<file path="config.mk">
export PLATFORM = sky130hd
export DESIGN_NAME = rpm_pid_scheduler
export DESIGN_NICKNAME = d
export VERILOG_FILES = /design/src/rtl/rpm_pid_scheduler.sv
export SDC_FILE = /design/constraint.sdc
export NUM_CORES = 1
export LEC_CHECK = 0
export ABC_CLOCK_PERIOD_IN_PS = 7220
export CORE_MARGIN = 1.5
export CORE_UTILIZATION = 53
export CTS_CLUSTER_SIZE = 16
export DETAILED_ROUTE_END_ITERATION = 12
export GPL_TIMING_DRIVEN = 0
export PLACE_DENSITY = 0.83
export RECOVER_POWER = 100
export SYNTH_ARGS = -nofsm -noshare
export SYNTH_HDL_FRONTEND = slang
export SYNTH_SLANG_ARGS = --single-unit
</file>
<file path="constraint.sdc">
create_clock -name clk -period 7.22 [get_ports clk]
set_input_delay 0.722 -clock clk [delete_from_list [all_inputs] [get_ports clk]]
set_output_delay 0.722 -clock clk [all_outputs]
set_load 0.02 [all_outputs]
</file>
<file path="src/rtl/rpm_pid_scheduler.sv">
`timescale 1ns/1ps
// -----------------------------------------------------------------------------
// rpm_pid_scheduler
//
// Sits between the per-motor RPM readers and the shared 3p3z PID core. Each
// channel latches its most recent RPM sample. The sample is then paired with
// that channel's target RPM and offered to the PID core one at a time over a
// valid/ready handshake. A round-robin arbiter picks the next channel.
//
// Parameters
//   NUM_CHN     number of motor channels (>= 1)
//   DATA_WIDTH  RPM / target sample width
//   CHN_WIDTH   derived channel index width (not overridable)
//
// Ports
//   clk, rst       system clock (rising edge), async active-high reset
//   rpm_valid_i    one-cycle sample strobe per channel
//   rpm_data_i     flattened samples, channel k at [k*DATA_WIDTH +: DATA_WIDTH]
//   chn_en_i       channel enable mask
//   tgt_wr_i       target RPM write strobe (tgt_chn_i / tgt_data_i)
//   data_valid_o   sample offered to the PID core
//   data_chn_o     channel of the offered sample
//   data_fdb_o     measured RPM (feedback)
//   data_ref_o     target RPM (reference)
//   tready_i       PID core accepts the offered sample
//   ovf_o          sticky per-channel overrun flags
//   ovf_clr_i      clears all overrun flags
// -----------------------------------------------------------------------------
module rpm_pid_scheduler #(
  parameter  int NUM_CHN    = 4,
  parameter  int DATA_WIDTH = 16,
  localparam int CHN_WIDTH  = (NUM_CHN == 1) ? 1 : $clog2(NUM_CHN)
) (
  input  logic                          clk,
  input  logic                          rst,
  input  logic [NUM_CHN-1:0]            rpm_valid_i,
  input  logic [NUM_CHN*DATA_WIDTH-1:0] rpm_data_i,
  input  logic [NUM_CHN-1:0]            chn_en_i,
  input  logic                          tgt_wr_i,
  input  logic [CHN_WIDTH-1:0]          tgt_chn_i,
  input  logic [DATA_WIDTH-1:0]         tgt_data_i,
  output logic                          data_valid_o,
  output logic [CHN_WIDTH-1:0]          data_chn_o,
  output logic [DATA_WIDTH-1:0]         data_fdb_o,
  output logic [DATA_WIDTH-1:0]         data_ref_o,
  input  logic                          tready_i,
  output logic [NUM_CHN-1:0]            ovf_o,
  input  logic                          ovf_clr_i
);

  // Per-channel state
  logic [DATA_WIDTH-1:0] r_hold [NUM_CHN];
  logic [DATA_WIDTH-1:0] r_tgt  [NUM_CHN];
  logic [NUM_CHN-1:0]    r_pend;
  logic [NUM_CHN-1:0]    r_ovf;

  // Arbiter and output register
  logic [CHN_WIDTH-1:0]  r_rr_ptr;
  logic                  r_valid;
  logic [CHN_WIDTH-1:0]  r_chn;
  logic [DATA_WIDTH-1:0] r_fdb;
  logic [DATA_WIDTH-1:0] r_ref;

  logic                  w_free;
  logic [NUM_CHN-1:0]    w_elig;
  logic [NUM_CHN-1:0]    w_cap;
  logic [NUM_CHN-1:0]    w_ld;
  logic [NUM_CHN-1:0]    w_tgt_we;
  logic                  w_hi_any;
  logic                  w_lo_any;
  logic [CHN_WIDTH-1:0]  w_hi_grant;
  logic [CHN_WIDTH-1:0]  w_lo_grant;
  logic                  w_any;
  logic [CHN_WIDTH-1:0]  w_grant;

  assign w_free = !r_valid || tready_i;
  // A disabled channel drops out of arbitration on the very edge it goes low,
  // even though its pend bit is only cleared by that edge.
  assign w_elig = r_pend & chn_en_i;
  assign w_cap  = rpm_valid_i & chn_en_i;

  // Round-robin: channels above r_rr_ptr beat channels at or below it, and
  // within each group the lowest index wins. This is the same as scanning
  // upward from r_rr_ptr+1 with wrap-around.
  // NOTE: every combinational output gets a default before any branch so no
  // path leaves it unassigned, which would infer a latch.
  always_comb begin
    w_hi_any   = 1'b0;
    w_lo_any   = 1'b0;
    w_hi_grant = '0;
    w_lo_grant = '0;
    for (int k = NUM_CHN - 1; k >= 0; k--) begin
      if (w_elig[k]) begin
        if (CHN_WIDTH'(k) > r_rr_ptr) begin
          w_hi_any   = 1'b1;
          w_hi_grant = CHN_WIDTH'(k);
        end else begin
          w_lo_any   = 1'b1;
          w_lo_grant = CHN_WIDTH'(k);
        end
      end
    end
    w_any   = w_hi_any || w_lo_any;
    w_grant = w_hi_any ? w_hi_grant : w_lo_grant;
  end

  // Per-channel load and target-write decodes. The equality against k < NUM_CHN
  // also drops target writes to channel indices that do not exist.
  always_comb begin
    w_ld     = '0;
    w_tgt_we = '0;
    for (int k = 0; k < NUM_CHN; k++) begin
      w_ld[k]     = w_free && w_any && (w_grant == CHN_WIDTH'(k));
      w_tgt_we[k] = tgt_wr_i && (tgt_chn_i == CHN_WIDTH'(k));
    end
  end

  // NOTE: sequential state uses non-blocking assignments only, so every
  // right-hand side below sees pre-edge values. This gives the output the old
  // hold/target on a same-edge capture or target write.
  always_ff @(posedge clk or posedge rst) begin
    if (rst) begin
      r_pend   <= '0;
      r_ovf    <= '0;
      r_rr_ptr <= CHN_WIDTH'(NUM_CHN - 1);
      r_valid  <= 1'b0;
      r_chn    <= '0;
      r_fdb    <= '0;
      r_ref    <= '0;
      // NOTE: the hold and target arrays are reset on purpose. A channel that
      // never received a target write must present a reference of zero.
      for (int k = 0; k < NUM_CHN; k++) begin
        r_hold[k] <= '0;
        r_tgt[k]  <= '0;
      end
    end else begin
      if (w_free) begin
        r_valid <= w_any;
        if (w_any) begin
          r_chn    <= w_grant;
          r_fdb    <= r_hold[w_grant];
          r_ref    <= r_tgt[w_grant];
          r_rr_ptr <= w_grant;
        end
      end

      for (int k = 0; k < NUM_CHN; k++) begin
        // A capture on the edge that loads the channel keeps pend set: the
        // output takes the old sample and the new one waits its turn.
        if (!chn_en_i[k]) begin
          r_pend[k] <= 1'b0;
        end else if (w_cap[k]) begin
          r_pend[k] <= 1'b1;
        end else if (w_ld[k]) begin
          r_pend[k] <= 1'b0;
        end

        if (w_cap[k]) begin
          r_hold[k] <= rpm_data_i[k*DATA_WIDTH +: DATA_WIDTH];
        end

        if (w_tgt_we[k]) begin
          r_tgt[k] <= tgt_data_i;
        end

        // Setting a flag takes priority over a simultaneous global clear.
        if (w_cap[k] && r_pend[k] && !w_ld[k]) begin
          r_ovf[k] <= 1'b1;
        end else if (ovf_clr_i) begin
          r_ovf[k] <= 1'b0;
        end
      end
    end
  end

  assign data_valid_o = r_valid;
  assign data_chn_o   = r_chn;
  assign data_fdb_o   = r_fdb;
  assign data_ref_o   = r_ref;
  assign ovf_o        = r_ovf;

endmodule

</file>
==> flow_metrics.py, run 1 <==
metrics = {
    "power_and_ir_drop": {
        "powerDensity_nw_per_um2": 334.8,
        "switching_share_pct": 30.93,
        "ir_drop_mv": 0.2006,
        "pwr-share-seq_pct": 39.7,
        "p_int_mw": 2.330,
        "total_power_mw": 3.373,
        "switchingPower_mw": 1.043,
        "leakage_nw": 4.233,
        "combPwrFrac_pct": 29.2,
        "clkPwrFrac_pct": 31.0,
    },
    "setup_path": {
        "cp-startpoint": "chn_en_i[2]",
        "critPathCapture": "data_ref_o[14]",
        "regToRegSetupSlack_ps": 3700,
        "critPathMaxFanout": 10,
        "timing.rr.end": "data_ref_o[14]",
        "crit_arrival_ps": 4350,
        "reg2reg_from": "r_pend[2]",
        "required_ps": 7470,
        "path_class": "primary input to flip-flop",
        "reg2reg_depth": 6,
        "start_kind": "primary input",
        "worstSetupEndpointType": "flip-flop",
    },
    "grt": {
        "grt_usage_pct": 26.56,
        "grt_pass1_vias": 5991,
        "antenna_found_initial": 0,
        "grt_first_pass_wirelength_um": 32040,
        "grt.overflow.total": 0,
        "grt_max_degree": 97,
    },
    "run": {
        "maxCapViolCount": 2,
    },
    "timing": {
        "whs_ps": 482.3,
        "hold_viol_final": 0,
        "fin_skew_ps": 10.92,
        "slew_violations": 88,
        "min_period_ps": 4101,
        "setup_viol": 0,
        "worst_slew_pin_slew_ps": 3416,
        "relSlewSlack_pct": -129.0,
        "grt_setup_unrepaired": "false",
        "finalCritPeriodShare_pct": 56.80,
        "fmax_ghz": 0.2439,
    },
    "die": {
        "die_w_um": 125.3,
        "initial_core_util_pct": 54.31,
        "coreArea_um2": 14590,
        "dieHeight_um": 125.3,
        "rows": 44,
        "die_area_um2": 15690,
        "io_pins": 134,
    },
    "drt": {
        "wl_per_cell_um": 21.08,
        "viasPerCell": 5.917,
        "first_pass_iters": 5,
        "dr.first_iter.drc_count": 357,
        "drc": 0,
        "vias": 5562,
        "postRouteAntennaNets": 0,
        "finalWirelength_um": 19810,
    },
    "synthesis": {
        "synth.area.top_cells": "dfrtp_1, mux2_2, a221oi_2",
        "synth_nets": 685,
        "yosys_warnings": 0,
        "netlist_area_um2": 7923,
        "synthArstFlopShare_pct": 100.0,
        "ys_types": 44,
        "syn_inst": 590,
        "yosys.area.top_type": "dfrtp_1",
        "synth_edf_count": 0,
        "yosys_most_used_dff": "dfrtp_1",
        "ys_ff_latch": 173,
        "yosysMostFrequentCell": "dfrtp_1",
        "synth_top_area_share_pct": 54.01,
        "synth-seq-area-share_pct": 54.67,
        "syn_area_per_cell_um2": 13.43,
        "ys_top_cells_by_count": "dfrtp_1, mux2_2, nand2_1, nor2_1, and3_1",
    },
    "outcome": {
        "status": "finished, violations left",
        "violations": "capacitance limit, slew limit",
    },
    "min_path": {
        "hold_path.class": "flip-flop to flip-flop",
        "hold_start": "data_chn_o[1]",
        "min_path_cells": 1,
    },
    "cts": {
        "clock_latency_ps": 430,
        "path_clk_slew_ps": 60,
        "post_cts_buffers": 0,
        "numCtsBuffers": 17,
        "cts_sinks": 173,
        "htreeDepth": 4,
        "cts_buffer_depth": 2,
        "cts_tree": "yes",
        "postCtsHoldBufs": 0,
        "cts_resized": 0,
        "clockRootBuffer": "clkbuf_16",
    },
    "finish": {
        "n_antenna_cell": 0,
        "synthToLayoutAreaGrowth_pct": 27.18,
        "nets": 838,
        "drive_gt1_share_pct": 30.29,
        "final_util_pct": 69.07,
    },
    "placement": {
        "globalplace.congestion": 0.8400,
        "dpl.hpwl_um": 13280,
        "port_buffers": 133,
    },
}
how the worst min path moves through the flow:
stage               slack [ps]             to
detailed placement         480  data_chn_o[1]
global placement           470  data_chn_o[1]
CTS                        490  data_chn_o[1]
finish                     480  data_chn_o[1]
global route               510       ovf_o[0]
floorplan                  470     r_hold[48]
state kept, by name (all words and copies together) (netlist names):
name / flops
r_pend: 4
data_chn_o: 2
r_rr_ptr: 2
r_hold: 64
ovf_o: 4
data_ref_o: 16
data_fdb_o: 16
data_valid_o: 1
r_tgt: 64
logic make-up (layout without fill, tap and decap cells):
| kind of cell | Yosys count | in the layout | share of synthesized area, % |
|---|---|---|---|
| and+or+nand+nor | 155 | 155 | 9.334 |
| muxes | 130 | 130 | 18.48 |
| AOI/OAI and AO/OA | 89 | 89 | 14.70 |
| DFF | 173 | 173 | 54.67 |
| buffers and inverters | 43 | 209 | 2.811 |
critical path: stages:
cell and delay (ps):
dlygate4sd3_1 660, and2_0 170, clkbuf_1 270, a21oi_1 110
nor4_1 1500, clkbuf_1 690, a311oi_1 230
stage by stage:
step           setup WS [ps]  area [µm²]  setup TNS, ps  cells
2_1_floorplan           1813        7923              0    590
3_3_place_gp          -135.2        9484         -22060    907
3_5_place_dp            3978        9519              0    908
4_1_cts                 4390       10190              0    940
5_1_grt                 2882       10080              0    940
6_report                3119       10080              0    940
layout make-up:
type	instances	area (µm²)
Multi-Input combinational cell	374	3272
Clock buffer	21	460.4
Fill cell	1009	4513
Tap cell	184	230.2
Sequential cell	173	4332
Clock inverter	11	211.5
Inverter	5	20.02
Buffer	38	191.4
Timing Repair Buffer	134	1359
cells in the final DEF, fill, tap and decap left out, drive strengths merged, types with 3 or more instances in the layout:
cell	netlist	routed
nor2	34	34
bufinv	0	6
clkinv	0	3
and2	3	3
nand2	73	73
dfrtp	171	171
mux2	130	130
clkbuf	20	46
clkdlybuf4s50	0	88
a21o	3	3
a221oi	32	32
a21oi	3	3
inv	5	5
a22o	4	4
dlygate4sd3	0	45
o21ai	3	3
and3	32	32
a311oi	32	32
buf	18	14
metal layers:
metal,wire (µm),global-route usage [%],up-vias
met5,0,0,-
met4,567,11.70,0
met3,1300,6.076,44
met2,9891,44.17,194
met1,8053,33.39,2834
li1,-,-,2490
power by group through the flow:
stage	registers [mW]	logic [mW]	clock network (mW)
after detailed placement	1.35	1.05	0
after global routing	1.36	1.06	1.10
after floorplan	1.44	0.537	0
after CTS	1.34	1.06	1.06
final	1.34	0.986	1.05
after global placement	1.34	1.02	0
No activity file was read; power rests on OpenSTA's default activity.
==> inputs of run 2 (changes only) <==
--- a/config.mk
+++ b/config.mk
@@ -5,7 +5,7 @@
 export SDC_FILE = /design/constraint.sdc
 export NUM_CORES = 1
 export LEC_CHECK = 0
-export ABC_CLOCK_PERIOD_IN_PS = 7220
+export ABC_CLOCK_PERIOD_IN_PS = 3800
 export CORE_MARGIN = 1.5
 export CORE_UTILIZATION = 53
 export CTS_CLUSTER_SIZE = 16
==> constraint.sdc (replaced) <==
create_clock -name clk -period 3.8 [get_ports clk]
set_input_delay 0.38 -clock clk [delete_from_list [all_inputs] [get_ports clk]]
set_output_delay 0.38 -clock clk [all_outputs]
set_load 0.02 [all_outputs]
==> flow_metrics.py, run 2 (synthesized netlist as in run 1, its figures left out) <==
metrics = {
    "setup_path": {
        "reg2reg_from": "r_rr_ptr[1]",
        "critPathMaxFanout": 10,
        "timing.rr.end": "data_ref_o[4]",
        "worstSetupEndpointType": "flip-flop",
        "critPathCapture": "data_ref_o[4]",
        "crit_path_top_delay_cell": "dfstp_2",
        "regToRegSetupSlack_ps": 800,
        "cp_cell_sequence": "and4bb_4, a41oi_1, o211ai_1, clkbuf_1, a221oi_1, a311oi_2",
        "path_class": "flip-flop to flip-flop",
        "required_ps": 4060,
        "crit_arrival_ps": 3260,
        "cp-startpoint": "r_rr_ptr[1]",
        "max_stage_delay_ps": 600,
        "reg2reg_depth": 6,
        "start_kind": "flip-flop",
    },
    "power_and_ir_drop": {
        "switching_share_pct": 31.45,
        "combPwrFrac_pct": 30.1,
        "clkPwrFrac_pct": 28.3,
        "p_int_mw": 4.176,
        "switchingPower_mw": 1.916,
        "powerDensity_nw_per_um2": 613.3,
        "pwr-share-seq_pct": 41.7,
        "leakage_nw": 4.174,
        "ir_drop_mv": 0.3966,
        "total_power_mw": 6.092,
    },
    "run": {
        "maxCapViolCount": 0,
    },
    "cts": {
        "post_cts_buffers": 0,
        "cts_tree": "yes",
        "path_clk_slew_ps": 60,
        "clockRootBuffer": "clkbuf_16",
        "cts_sinks": 173,
        "cts_buffer_depth": 2,
        "htreeDepth": 4,
        "numCtsBuffers": 17,
        "clock_latency_ps": 430,
        "postCtsHoldBufs": 0,
        "cts_resized": 0,
    },
    "drt": {
        "wl_per_cell_um": 20.82,
        "wl_met3_um": 981,
        "met2WireLength_um": 9726,
        "vias": 5586,
        "drc": 0,
        "dr.first_iter.drc_count": 253,
        "viasPerCell": 5.930,
        "finalWirelength_um": 19610,
        "postRouteAntennaNets": 0,
        "first_pass_iters": 4,
        "maxUsedRoutingLayer": "met4",
        "wl_met1_um": 8488,
    },
    "finish": {
        "reg_top3": "r_hold (64), r_tgt (64)",
        "drive_gt1_share_pct": 28.89,
        "nets": 841,
        "n_antenna_cell": 0,
        "final_cell_mix": "dfrtp_1, mux2_2, clkdlybuf4s50_1",
        "mostFrequentLayoutCell": "dfrtp_1",
        "regArea_um2": 4332,
        "nFillCells": 1047,
        "multi_input_area_um2": 3173,
        "synthToLayoutAreaGrowth_pct": 25.36,
        "final_util_pct": 68.08,
    },
    "timing": {
        "grt_setup_unrepaired": "false",
        "fin_skew_ps": 9.014,
        "min_period_ps": 2998,
        "fmax_ghz": 0.3336,
        "setup_viol": 0,
        "hold_viol_final": 0,
        "slew_violations": 0,
        "finalCritPeriodShare_pct": 78.88,
        "whs_ps": 479.9,
        "worst_slew_pin_slew_ps": 1313,
        "relSlewSlack_pct": 12.21,
    },
    "die": {
        "initial_core_util_pct": 54.31,
        "rows": 44,
        "coreArea_um2": 14590,
        "die_area_um2": 15690,
        "die_w_um": 125.3,
        "dieHeight_um": 125.3,
        "io_pins": 134,
    },
    "placement": {
        "dpl.hpwl_um": 13870,
        "port_buffers": 133,
        "globalplace.congestion": 0.8626,
    },
    "outcome": {
        "status": "finished, final reports clean",
    },
    "grt": {
        "grt_usage_pct": 25.72,
        "grt.overflow.total": 0,
        "antenna_found_initial": 0,
        "grt_pass1_vias": 5774,
        "grt_max_degree": 42,
        "grt_first_pass_wirelength_um": 31310,
    },
    "min_path": {
        "hold_path.class": "flip-flop to flip-flop",
    },
}
## run 2: power groups by stage
stage / Sequential [mW] / Combinational, mW / Clock, mW
final: 2.54 / 1.83 / 1.72
after global routing: 2.59 / 1.96 / 1.82
after CTS: 2.55 / 2.00 / 1.75
after detailed placement: 2.58 / 1.99 / 0
after global placement: 2.55 / 1.93 / 0
after floorplan: 2.74 / 1.02 / 0
## run 2: routing by layer
layer / track usage (%) / up-vias
met2: 42.62 / 190
met1: 33.46 / 2873
met3: 5.563 / 35
li1: - / 2488
met4: 9.559 / 0
met5: 0 / -
## run 2: cell type report
| class | count | share of cell area [%] |
|---|---|---|
| Sequential cell | 173 | 43.61 |
| Multi-Input combinational cell | 374 | 31.95 |
| Timing Repair Buffer | 137 | 14.06 |
| Clock buffer | 22 | 4.775 |
| Tap cell | 184 | 2.318 |
| Buffer | 38 | 1.953 |
| Clock inverter | 9 | 1.134 |
| Inverter | 5 | 0.2016 |
## run 2: worst max-delay path: cells and delay by family (launching register included)
| family | cells | cell delay (ps) |
|---|---|---|
| buffers and inverters | 1 | 370 |
| flip-flops | 1 | 600 |
| AND/OR/NAND/NOR | 1 | 270 |
| AO/OA/AOI/OAI | 4 | 1600 |
## run 2: how the worst min path moves through the flow
| stage | start | slack (ps) | cells past startpoint | to |
|---|---|---|---|---|
| 5_1_grt | r_hold[62] | 510 | 1 | r_hold[62] |
| 4_1_cts | rst | 380 | 2 | r_hold[43] |
| 3_3_place_gp | data_chn_o[1] | 470 | 1 | data_chn_o[1] |
| 3_5_place_dp | data_chn_o[1] | 470 | 1 | data_chn_o[1] |
| 6_report | data_chn_o[1] | 480 | 1 | data_chn_o[1] |
| 2_1_floorplan | r_hold[48] | 470 | 1 | r_hold[48] |
## run 2: through the flow
step	worst slack, ps	cell area, µm²	std cells	TNS [ps]
after floorplan	1211	7926	590	0
after global placement	-20.74	9488	907	-2381
after detailed placement	936.8	9568	911	0
after CTS	1341	10150	942	0
after global routing	693.8	9932	942	0
final	802.5	9932	942	0
==> inputs of run 3 (changes only) <==
--- a/config.mk
+++ b/config.mk
@@ -5,13 +5,13 @@
 export SDC_FILE = /design/constraint.sdc
 export NUM_CORES = 1
 export LEC_CHECK = 0
-export ABC_CLOCK_PERIOD_IN_PS = 3800
+export ABC_CLOCK_PERIOD_IN_PS = 2500
 export CORE_MARGIN = 1.5
-export CORE_UTILIZATION = 53
+export CORE_UTILIZATION = 48
 export CTS_CLUSTER_SIZE = 16
 export DETAILED_ROUTE_END_ITERATION = 12
 export GPL_TIMING_DRIVEN = 0
-export PLACE_DENSITY = 0.83
+export PLACE_DENSITY = 0.79
 export RECOVER_POWER = 100
 export SYNTH_ARGS = -nofsm -noshare
 export SYNTH_HDL_FRONTEND = slang
==> constraint.sdc (replaced) <==
create_clock -name clk -period 2.5 [get_ports clk]
set_input_delay 0.25 -clock clk [delete_from_list [all_inputs] [get_ports clk]]
set_output_delay 0.25 -clock clk [all_outputs]
set_load 0.02 [all_outputs]
==> flow_metrics.py, run 3 (synthesized netlist as in run 1, its figures left out) <==
metrics = {
    "outcome": {
        "status": "finished, final reports clean",
    },
    "power_and_ir_drop": {
        "leakage_nw": 4.245,
        "total_power_mw": 9.408,
        "powerDensity_nw_per_um2": 930.3,
        "ir_drop_mv": 0.5462,
    },
    "finish": {
        "instances_no_fill": 975,
        "synthToLayoutAreaGrowth_pct": 27.64,
        "multi_input_area_um2": 3321,
        "reg_top3": "r_hold (64), r_tgt (64)",
        "regArea_um2": 4332,
        "mostFrequentLayoutCell": "dfrtp_1",
        "n_antenna_cell": 0,
        "nFillCells": 1238,
        "finalInstanceArea_um2": 10110,
        "final_util_pct": 63.20,
        "nets": 841,
        "final_cell_mix": "dfrtp_1, mux2_2, clkdlybuf4s50_1",
        "drive_gt1_share_pct": 32.41,
    },
    "timing": {
        "worst_slew_pin_slew_ps": 1089,
        "setup_viol": 0,
        "min_period_ps": 2392,
        "hold_viol_final": 0,
        "relSlewSlack_pct": 27.39,
        "slew_violations": 0,
        "fmax_ghz": 0.4180,
        "grt_setup_unrepaired": "false",
        "fin_skew_ps": 10.25,
        "finalCritPeriodShare_pct": 95.69,
        "tns_ps": 0,
    },
    "drt": {
        "dr.first_iter.drc_count": 403,
        "viasPerCell": 5.661,
        "finalWirelength_um": 19900,
        "drc": 0,
        "vias": 5519,
        "postRouteAntennaNets": 0,
        "wl_per_cell_um": 20.41,
        "first_pass_iters": 4,
    },
    "setup_path": {
        "reg2reg_depth": 6,
        "cp-startpoint": "r_rr_ptr[1]",
        "required_ps": 2790,
        "crit_path_top_delay_cell": "dfstp_2",
        "crit_arrival_ps": 2680,
        "cp_cell_sequence": "and4bb_1, a41oi_2, o211ai_4, buf_6, a221oi_2, a311oi_2",
        "crit_family": "compound AO/OA/AOI/OAI gates",
        "worst-path-stages": 6,
        "regToRegSetupSlack_ps": 110,
        "critPathMaxFanout": 10,
        "max_stage_delay_ps": 600,
        "start_kind": "flip-flop",
        "timing.rr.end": "data_fdb_o[9]",
        "reg2reg_from": "r_rr_ptr[1]",
        "critPathCapture": "data_fdb_o[9]",
        "worstSetupEndpointType": "flip-flop",
        "critPathBufInv": 1,
        "path_class": "flip-flop to flip-flop",
    },
    "cts": {
        "clockRootBuffer": "clkbuf_16",
        "postCtsHoldBufs": 0,
        "numCtsBuffers": 17,
        "path_clk_slew_ps": 60,
        "cts_sinks": 173,
        "post_cts_buffers": 0,
        "cts_buffer_depth": 2,
        "htreeDepth": 4,
        "clock_latency_ps": 430,
        "cts_tree": "yes",
    },
    "placement": {
        "post-place-cells": 943,
        "port_buffers": 133,
        "dpl.hpwl_um": 14300,
        "place_area_um2": 9608,
        "globalplace.congestion": 0.8350,
    },
    "grt": {
        "grt_pass1_vias": 6009,
        "grt_first_pass_wirelength_um": 32340,
        "grt.overflow.total": 0,
        "antenna_found_initial": 0,
        "grt_max_degree": 45,
        "grt_usage_pct": 24.06,
    },
    "min_path": {
        "hold_path.class": "primary input to flip-flop",
        "min_path_cells": 2,
    },
    "die": {
        "rows": 46,
        "coreArea_um2": 16000,
        "io_pins": 134,
        "dieHeight_um": 131.5,
        "initial_core_util_pct": 49.52,
        "die_area_um2": 17290,
        "die_w_um": 131.5,
    },
    "run": {
        "maxCapViolCount": 0,
    },
}
run 3: cell count changes in the layout (fill, tap and decap cells not counted), moves of 3 or more:
cell,before,now
a311oi_2,27,23
a311oi_1,5,9
clkinv_4,4,1
buf_6,5,8
a221oi_2,7,28
a221oi_1,25,4
buf_12,3,0
clkbuf_2,1,6
inv_6,0,3
clkbuf_1,25,20
run 3: worst reg2reg max path: cells and delay by family (launching register included):
family / cells / cell delay (ps)
AND/OR/NAND/NOR: 1 / 290
AO/OA/AOI/OAI: 4 / 1130
flip-flops: 1 / 600
buffers and inverters: 1 / 230
run 3: power by group:
part	total [mW]	switching (mW)	internal, mW	leakage, nW
Combinational	2.88	1.53	1.36	1.92
Clock	2.67	1.11	1.56	0.299
Sequential	3.86	0.389	3.47	2.03
run 3: routing by layer:
metal	wire (µm)	track usage, %
met1	8537	30.68
met3	956	5.440
met2	10100	40.73
met4	308	7.716
met5	0	0
run 3: final cells by class:
type	instances	share of cell area (%)
Buffer	38	2.029
Clock buffer	20	4.615
Clock inverter	12	1.324
Inverter	5	0.1980
Multi-Input combinational cell	374	32.84
Sequential cell	173	42.84
Tap cell	216	2.673
Timing Repair Buffer	137	13.49
run 3: worst min path at each step:
| stage | from | endpoint |
|---|---|---|
| detailed placement | data_chn_o[1] | data_chn_o[1] |
| global route | rpm_data_i[52] | r_hold[4] |
| CTS | rst | r_tgt[19] |
| finish | rpm_data_i[56] | r_hold[8] |
| global placement | data_chn_o[1] | data_chn_o[1] |
| floorplan | chn_en_i[3] | r_pend[3] |
run 3: metrics by stage:
step / setup slack (ps) / hold slack, ps
CTS: 145.4 / 230.0
global route: 8.254 / 433.4
detailed placement: -236.0 / 471.1
finish: 107.7 / 427.1
global placement: -1214 / 467.2
floorplan: 40.96 / 366.8
run 3: timing repair:
action                     in CTS  in global routing
setup endpoints to repair       0                 10
resized for setup               0                  1
hold endpoints to repair        0                  0
